<file path="src/rtl/muldiv_sequencer.sv">
// muldiv_sequencer: multi-cycle signed multiply/divide engine for the EX stage.
// Ports:
//   clk, reset_n        rising-edge clock, asynchronous active-low reset
//   start, op_div       issue an op this cycle (0 = multiply, 1 = divide)
//   src_a, src_b        signed operands (multiplicand/dividend, multiplier/divisor)
//   flush               squash of the in-flight op
//   stall               freeze IF/ID/EX while the op is accepted or running
//   done                one-cycle pulse, result valid
//   result, result_hi   product low/high half, or quotient/remainder
//   div_zero            divide by zero occurred (valid with done)
// Optional build macro MULDIV_EARLY_EXIT_EN: trivial ops (zero multiply operand,
// divide with |a| < |b|) retire one edge after start.
module muldiv_sequencer #(
    parameter int WIDTH = 16,
    parameter int CNT_W = 5
) (
    input  logic             clk,
    input  logic             reset_n,
    input  logic             start,
    input  logic             op_div,
    input  logic [WIDTH-1:0] src_a,
    input  logic [WIDTH-1:0] src_b,
    input  logic             flush,
    output logic             stall,
    output logic             done,
    output logic [WIDTH-1:0] result,
    output logic [WIDTH-1:0] result_hi,
    output logic             div_zero
);
    typedef enum logic [1:0] {IDLE, RUN, FIX, DONE} state_t;
    localparam logic [CNT_W-1:0] LAST = CNT_W'(WIDTH - 1);
    state_t state, state_nxt;
    logic [CNT_W-1:0] cnt;
    logic op_q, sa, sb;
    logic [WIDTH-1:0] mag_a, mag_b, abs_a, abs_b;
    logic [2*WIDTH-1:0] acc, mul_nxt, div_nxt, prod;
    logic [WIDTH:0] add, rem_sh, trial;
    logic accept, div0, early;

    assign abs_a  = src_a[WIDTH-1] ? -src_a : src_a;
    assign abs_b  = src_b[WIDTH-1] ? -src_b : src_b;
    assign accept = start && !flush;
    assign div0   = op_div && src_b == '0;
`ifdef MULDIV_EARLY_EXIT_EN
    assign early = op_div ? (src_b != '0 && abs_a < abs_b) : (src_a == '0 || src_b == '0);
`else
    assign early = 1'b0;
`endif

    // Multiply: acc = {high, multiplier}; add |a| into the high half on the
    // multiplier LSB, then shift the whole product right (carry enters the top).
    assign add     = {1'b0, acc[2*WIDTH-1:WIDTH]} + (acc[0] ? {1'b0, mag_a} : '0);
    assign mul_nxt = {add, acc[WIDTH-1:1]};
    // Divide: acc = {rem, quot}; shift left, keep the trial difference unless it borrows.
    assign rem_sh  = acc[2*WIDTH-1:WIDTH-1];
    assign trial   = rem_sh - {1'b0, mag_b};
    assign div_nxt = trial[WIDTH] ? {rem_sh[WIDTH-1:0], acc[WIDTH-2:0], 1'b0}
                                  : {trial[WIDTH-1:0], acc[WIDTH-2:0], 1'b1};
    // Low half of the negated 2*WIDTH value equals the negated quotient, so
    // prod[WIDTH-1:0] serves as both product-low and signed quotient.
    assign prod    = (sa ^ sb) ? -acc : acc;

    always_ff @(posedge clk or negedge reset_n)
        if (!reset_n)
            state <= IDLE;
        else
            state <= state_nxt;

    always_comb begin
        state_nxt = state;
        stall     = 1'b0;
        done      = 1'b0;
        case (state)
            IDLE: begin
                stall = accept;
                if (accept)
                    state_nxt = (div0 || early) ? DONE : RUN;
            end
            RUN: begin
                stall     = !flush;
                state_nxt = flush ? IDLE : (cnt == LAST ? FIX : RUN);
            end
            FIX: begin
                stall     = !flush;
                state_nxt = flush ? IDLE : DONE;
            end
            default: begin
                done      = 1'b1;
                state_nxt = IDLE;
            end
        endcase
    end

    always_ff @(posedge clk or negedge reset_n)
        if (!reset_n) begin
            cnt       <= '0;
            op_q      <= 1'b0;
            sa        <= 1'b0;
            sb        <= 1'b0;
            mag_a     <= '0;
            mag_b     <= '0;
            acc       <= '0;
            result    <= '0;
            result_hi <= '0;
            div_zero  <= 1'b0;
        end else begin
            if (state == IDLE && accept) begin
                op_q  <= op_div;
                sa    <= src_a[WIDTH-1];
                sb    <= src_b[WIDTH-1];
                mag_a <= abs_a;
                mag_b <= abs_b;
                acc   <= {{WIDTH{1'b0}}, op_div ? abs_a : abs_b};
                cnt   <= '0;
                if (div0) begin
                    result    <= '1;
                    result_hi <= src_a;
                    div_zero  <= 1'b1;
                end else if (early) begin
                    result    <= '0;
                    result_hi <= op_div ? src_a : '0;
                    div_zero  <= 1'b0;
                end
            end
            if (state == RUN) begin
                acc <= op_q ? div_nxt : mul_nxt;
                cnt <= cnt + 1'b1;
            end
            if (state == FIX && !flush) begin
                result    <= prod[WIDTH-1:0];
                result_hi <= op_q ? (sa ? -acc[2*WIDTH-1:WIDTH] : acc[2*WIDTH-1:WIDTH])
                                  : prod[2*WIDTH-1:WIDTH];
                div_zero  <= 1'b0;
            end
        end
endmodule
</file>
<file path="config.mk">
export PLATFORM = sky130hd
export DESIGN_NAME = muldiv_sequencer
export DESIGN_NICKNAME = d
export VERILOG_FILES = /design/src/rtl/muldiv_sequencer.sv
export SDC_FILE = /design/constraint.sdc
export NUM_CORES = 1
export LEC_CHECK = 0
export CORE_ASPECT_RATIO = 1.25
export CORE_MARGIN = 1.5
export CORE_UTILIZATION = 59
export CTS_CLUSTER_SIZE = 10
export DETAILED_ROUTE_END_ITERATION = 7
export PLACE_DENSITY = 0.81
export SETUP_SLACK_MARGIN = 0.5
export SYNTH_ARGS = -nofsm -noshare
export SYNTH_HDL_FRONTEND = slang
export SYNTH_SLANG_ARGS = --single-unit
</file>
<file path="constraint.sdc">
create_clock -name clk -period 3.7 [get_ports clk]
set_input_delay 0.555 -clock clk [delete_from_list [all_inputs] [get_ports clk]]
set_output_delay 0.555 -clock clk [all_outputs]
set_load 0.01 [all_outputs]
</file>
Yosys cells after proc, flatten, opt, wreduce, memory -nomap -nowiden
Cells that the tools add are included.
{"block": "totals", "ff_bits": 107, "inputBits": 37, "output_inout_bits": 35, "elab_cells": 66}
{"block": "classes", "addsub": 7, "eq_ne": 4, "mux": 30, "n_bitwise": 1, "n_reduce_logical": 13}
{"operator": "$mux 16", "n": 12}
{"operator": "$mux 32", "n": 5}
{"operator": "$neg 16->16", "n": 3}
{"operator": "$neg 32->32", "n": 1}
{"operator": "$add 16x16->17", "n": 1}
{"operator": "$sub 17x16->17", "n": 1}
{"operator": "$logic_not 16->1", "n": 1}
{"operator": "$mux 2", "n": 5}
{"operator": "$mux 5", "n": 2}
{"operator": "$pmux 2 s3", "n": 1}
{"operator": "$reduce_bool 2->1", "n": 3}
{"operator": "$add 5x1->5 const B", "n": 1}
{"operator": "$eq 5x4->1 const B", "n": 1}
{"operator": "$logic_and 1x1->1", "n": 4}
{"operator": "$mux 1", "n": 4}
{"operator": "$reduce_or 3->1", "n": 1}
{"operator": "$eq 2x1->1 const B", "n": 1}
{"operator": "$eq 2x2->1 const B", "n": 1}
{"operator": "$logic_not 2->1", "n": 1}
{"operator": "$ne 2x2->1 const B", "n": 1}
{"operator": "$pmux 1 s2", "n": 1}
{"operator": "$reduce_and 2->1", "n": 1}
{"operator": "$reduce_or 2->1", "n": 1}
{"operator": "$logic_not 1->1", "n": 1}
{"operator": "$xor 1x1->1", "n": 1}

Depth between registers and ports, before layout
{"block": "depth", "depth_word": 5, "ltp_mapped": 14, "ltp_nobuf": 12}

Least setup slack after synthesis
OpenSTA, ideal clock, no wires.
{"block": "synth_timing", "kind": "flip-flop to flip-flop", "start": "reg acc[0]", "end": "reg acc[31]", "setup_ps": 122, "arrival_ps": 2771, "required_time_ps": 3578, "slack_ps": 808, "stages_incl_launch_ff": 15, "path_buffers": 2, "period_less_slack_ps": 2892, "path_cell_list": "dfrtp_1 > clkbuf_1 > clkbuf_1 > and2_1 > ha_1 > inv_1 > fa_1 > nor2b_1 > o31ai_2 > a21oi_1 > a41oi_2 > o21ai_1 > a2111oi_0 > nor2_1 > a32o_1"}
{"block": "synth_via", "elab_chain_len": 4}
{"element": "start: declaration", "line_no": "36", "text": "logic [2*WIDTH-1:0] acc, mul_nxt, div_nxt, prod;"}
{"element": "start signal: assignment", "line_no": "113", "text": "acc <= {{WIDTH{1'b0}}, op_div ? abs_a : abs_b};"}
{"element": "start signal: assignment", "line_no": "126", "text": "acc <= op_q ? div_nxt : mul_nxt;"}
{"element": "$mux 16", "line_no": "52", "text": "assign add = {1'b0, acc[2*WIDTH-1:WIDTH]} + (acc[0] ? {1'b0, mag_a} : '0);"}
{"element": "$add 16x16->17", "line_no": "52"}
{"element": "$mux 32", "line_no": "126"}
{"element": "$mux 32", "line_no": "125", "text": "if (state == RUN) begin"}
No other way between the ends.
A chain may end at the register's enable or synchronous reset.

Worst setup path in the final report
Ends and elaborated chain as after synthesis.

==> impl_results.md <==
- Ys Warns: 0
- Nets: around 1100
- Tot GR Track Use: 31.0%
- CP startpoint kind: flip-flop
- 1st-iter DRT viols: roughly 530
- Synth cell types: about 70
- Power Dens Cells: about 910 mW/mm^2
- Fmax: around 330 MHz
- # fillers: 1102
- Commonest cells after routing, fill and taps aside: 105 x dfrtp_1, 94 x a21oi_1, 82 x nand2_1
- Core Rows: 47
- Grt ovf: 0
- Core footprint: around 0.013 sq mm
- Worst rel slew slack: between 20% and 30%
- Clock skew: 0.00882 ns
- Mapped Nets: 1022
- Ant. Diodes: 0
- P_leak: between 3 and 4 nW
- Reg clk slew, reported paths: 0.08 ns
- Clk buf depth: 2
- Placed instance area: ~0.009 sq mm
- Post-synth ARST share: between 90% and 100%
- Sw frac: between 40 and 50%
- Vias in the first global route: about 6800
- CTS resizes: 0
- Max VDD drop: between 0.5 and 0.6 mV
- Num CTS Buffers: 9
- Status: finished, final reports clean
- Syn Area/Cell: roughly 8.5 sq um
- RSZ-0062 raised after global routing: false
- CP Capture Type: flip-flop
- Clk root buf: clkbuf_16
- Pwr Total: 8.28 mW
- Clock Sinks: approximately 110
- Post-synth EDFFs: 0
- Ys flop type: dfrtp_1
- PortBufs: 71
- Post-Syn Area: approximately 0.008 sq mm
- Pre-CTS setup slack: just over 0.6 ns
- Slew Limit Fails: 0
- Die ar.: ~0.014 sq mm
- Final setup vio count: 0
- CP arrival: roughly 3.3 ns
- Initial core utilization: roughly three fifths
- Hold bufs inserted after CTS: 0
- Least-Margin Pin Slew: approximately 1.1 ns
- Synth-to-layout area growth: 14.0%
- CTS tree: built
- DRT Pass-1 Iters: 6
- Chip width: roughly 110 um
- Req. time, crit path: 3.96 ns
- Vias per inst: roughly 6.2
- H-tree depth: 3
- Combinational share of power: 60.1%
- CP max FO: 20
- Seq pwr share: roughly 28%
- Register area share after synthesis: 33.6%
- DRC Markers: 0
- Worst-Skew Late Latency: 0.36 ns
- Post-DP HPWL: 16100 um
- Final worst slack: just under 0.7 ns
- Clock period minus worst slack: 3.02 ns
- Post-Syn Instances: about 940
- Switching pwr: just under 4 mW
- #FFs+latches synth: roughly 110
- Postcts setup bufs: 0
- Tcrit/Tclk final: between 80 and 90%
- Largest net degree at the start of global routing: between 50 and 60
- Total negative slack: 0 ns
- Setup CP Type: flip-flop to flip-flop
- Placer Congestion: just over 0.9
- Fin. Hold Viols: 0
- Die height: 133 um
- DR vias: around 7200
- Hold crit path type: input pin to async pin
- Commonest non-fill, non-tap cell in the layout: dfrtp_1
- Share of cells above drive strength 1: roughly 5.5%
- First-pass GRT wire length: around 34000 um
- Wire length per cell: between 15 and 20 um
- Clk pwr share: between 10% and 20%
- P_int: 4.41 mW
- Post-route cell area: 0.00908 sq mm
- Initial antenna violation count: 0
- IO Pins: roughly 70
- Final wirelength: between 20000 and 25000 um
- Maxcap violations: 0
- Antenna Nets Post-Route: 0
==> area by class of cell <==
type / count / area (sq um) / share of cell area (%)
clock inverters: 7 / 66.3 / 0.730
multi-input cells: 740 / 4910 / 54.1
inverters: 39 / 146 / 1.61
clock buffers: 9 / 225 / 2.48
repair buffers: 83 / 840 / 9.24
well taps: 171 / 214 / 2.36
flip-flops and latches: 107 / 2680 / 29.5
==> worst max-delay path, cell delays in order (launching register included) <==
cell and delay, ns:
dfrtp_2 0.52, and2_1 0.19, ha_1 0.19, inv_1 0.08, fa_1 0.21, nor2b_1 0.08
o31ai_2 0.32, a21oi_1 0.18, a41oi_2 0.26, o21ai_1 0.14, a2111oi_1 0.40, nor2_1 0.09
a32o_1 0.26
==> worst paths after layout <==
kind                           start         to  slack [ns]  cells after the start
max                           acc[0]    acc[31]        0.68                     12
min                          reset_n  mag_b[15]        0.24                      1
max reg2reg                   acc[0]    acc[31]        0.68                     12
min reg2reg                mag_a[10]  mag_a[10]        0.49                      2
max in group asynchronous    reset_n    acc[15]        2.68                      2
min in group clk           mag_a[10]  mag_a[10]        0.49                      2
==> logic make-up (layout without fill, tap and decap cells) <==
group,Yosys count,count (layout),share of synthesized area [%]
AND/OR/NAND/NOR,291,291,18.1
AO/OA/AOI/OAI,283,283,22.1
flip-flops,107,107,33.6
buffers and inverters,94,138,4.87
XOR/XNOR,83,83,9.22
adder cells (fa/ha/maj),44,44,7.10
multiplexers,39,39,4.96
==> synthesized netlist by cell type (all sizes together) (6+ instances only) <==
cell | instances | area, sq um
mux2i | 35 | 350
clkbuf | 42 | 159
dfrtp | 107 | 2680
o21ai | 75 | 375
buf | 13 | 82.6
nor3 | 34 | 180
a22oi | 9 | 67.6
xnor2 | 45 | 394
inv | 39 | 146
xor2 | 38 | 340
a211oi | 38 | 285
a21oi | 94 | 470
nand2 | 82 | 308
o31ai | 12 | 95.1
ha | 42 | 526
nand3 | 14 | 70.1
nor2b | 18 | 113
nand2b | 12 | 75.1
or3 | 11 | 68.8
nor2 | 71 | 274
o41ai | 6 | 60.1
and2 | 20 | 125
a21o | 7 | 52.6
==> flip-flops by register name, indices dropped and copies added (netlist names) <==
| register | flops |
|---|---|
| state | 2 |
| cnt | 5 |
| div_zero | 1 |
| result_hi | 16 |
| acc | 32 |
| sa | 1 |
| sb | 1 |
| op_q | 1 |
| mag_a | 16 |
| mag_b | 16 |
| result | 16 |
==> stage by stage <==
| step | hold WS (ns) | utilization (%) | instances |
|---|---|---|---|
| after global placement | 0.455 | 66.4 | 1140 |
| after global routing | 0.295 | 68.7 | 1156 |
| after CTS | 0.262 | 68.6 | 1156 |
| after detailed placement | 0.472 | 66.4 | 1140 |
| final | 0.236 | 68.7 | 1156 |
| after floorplan | 0.259 | - | 941 |
==> routing by layer <==
layer  up-vias  track usage [%]  part of all wire, %
met5         -                0                    0
met4         0             15.0                  4.4
met3        62             4.29                  4.6
met2       235             52.6                   50
met1      3475             38.4                   41
li1       3444                -                    -
==> power groups by stage <==
stage               Combinational [mW]  Sequential, mW  Clock, mW
finish                            4.98            2.32      0.979
global route                      5.50            2.38       1.03
CTS                               4.93            2.30      0.980
detailed placement                4.89            2.33          0
global placement                  4.81            2.31          0
floorplan                         3.70            2.12          0
No activity file was read; power rests on OpenSTA's default activity.
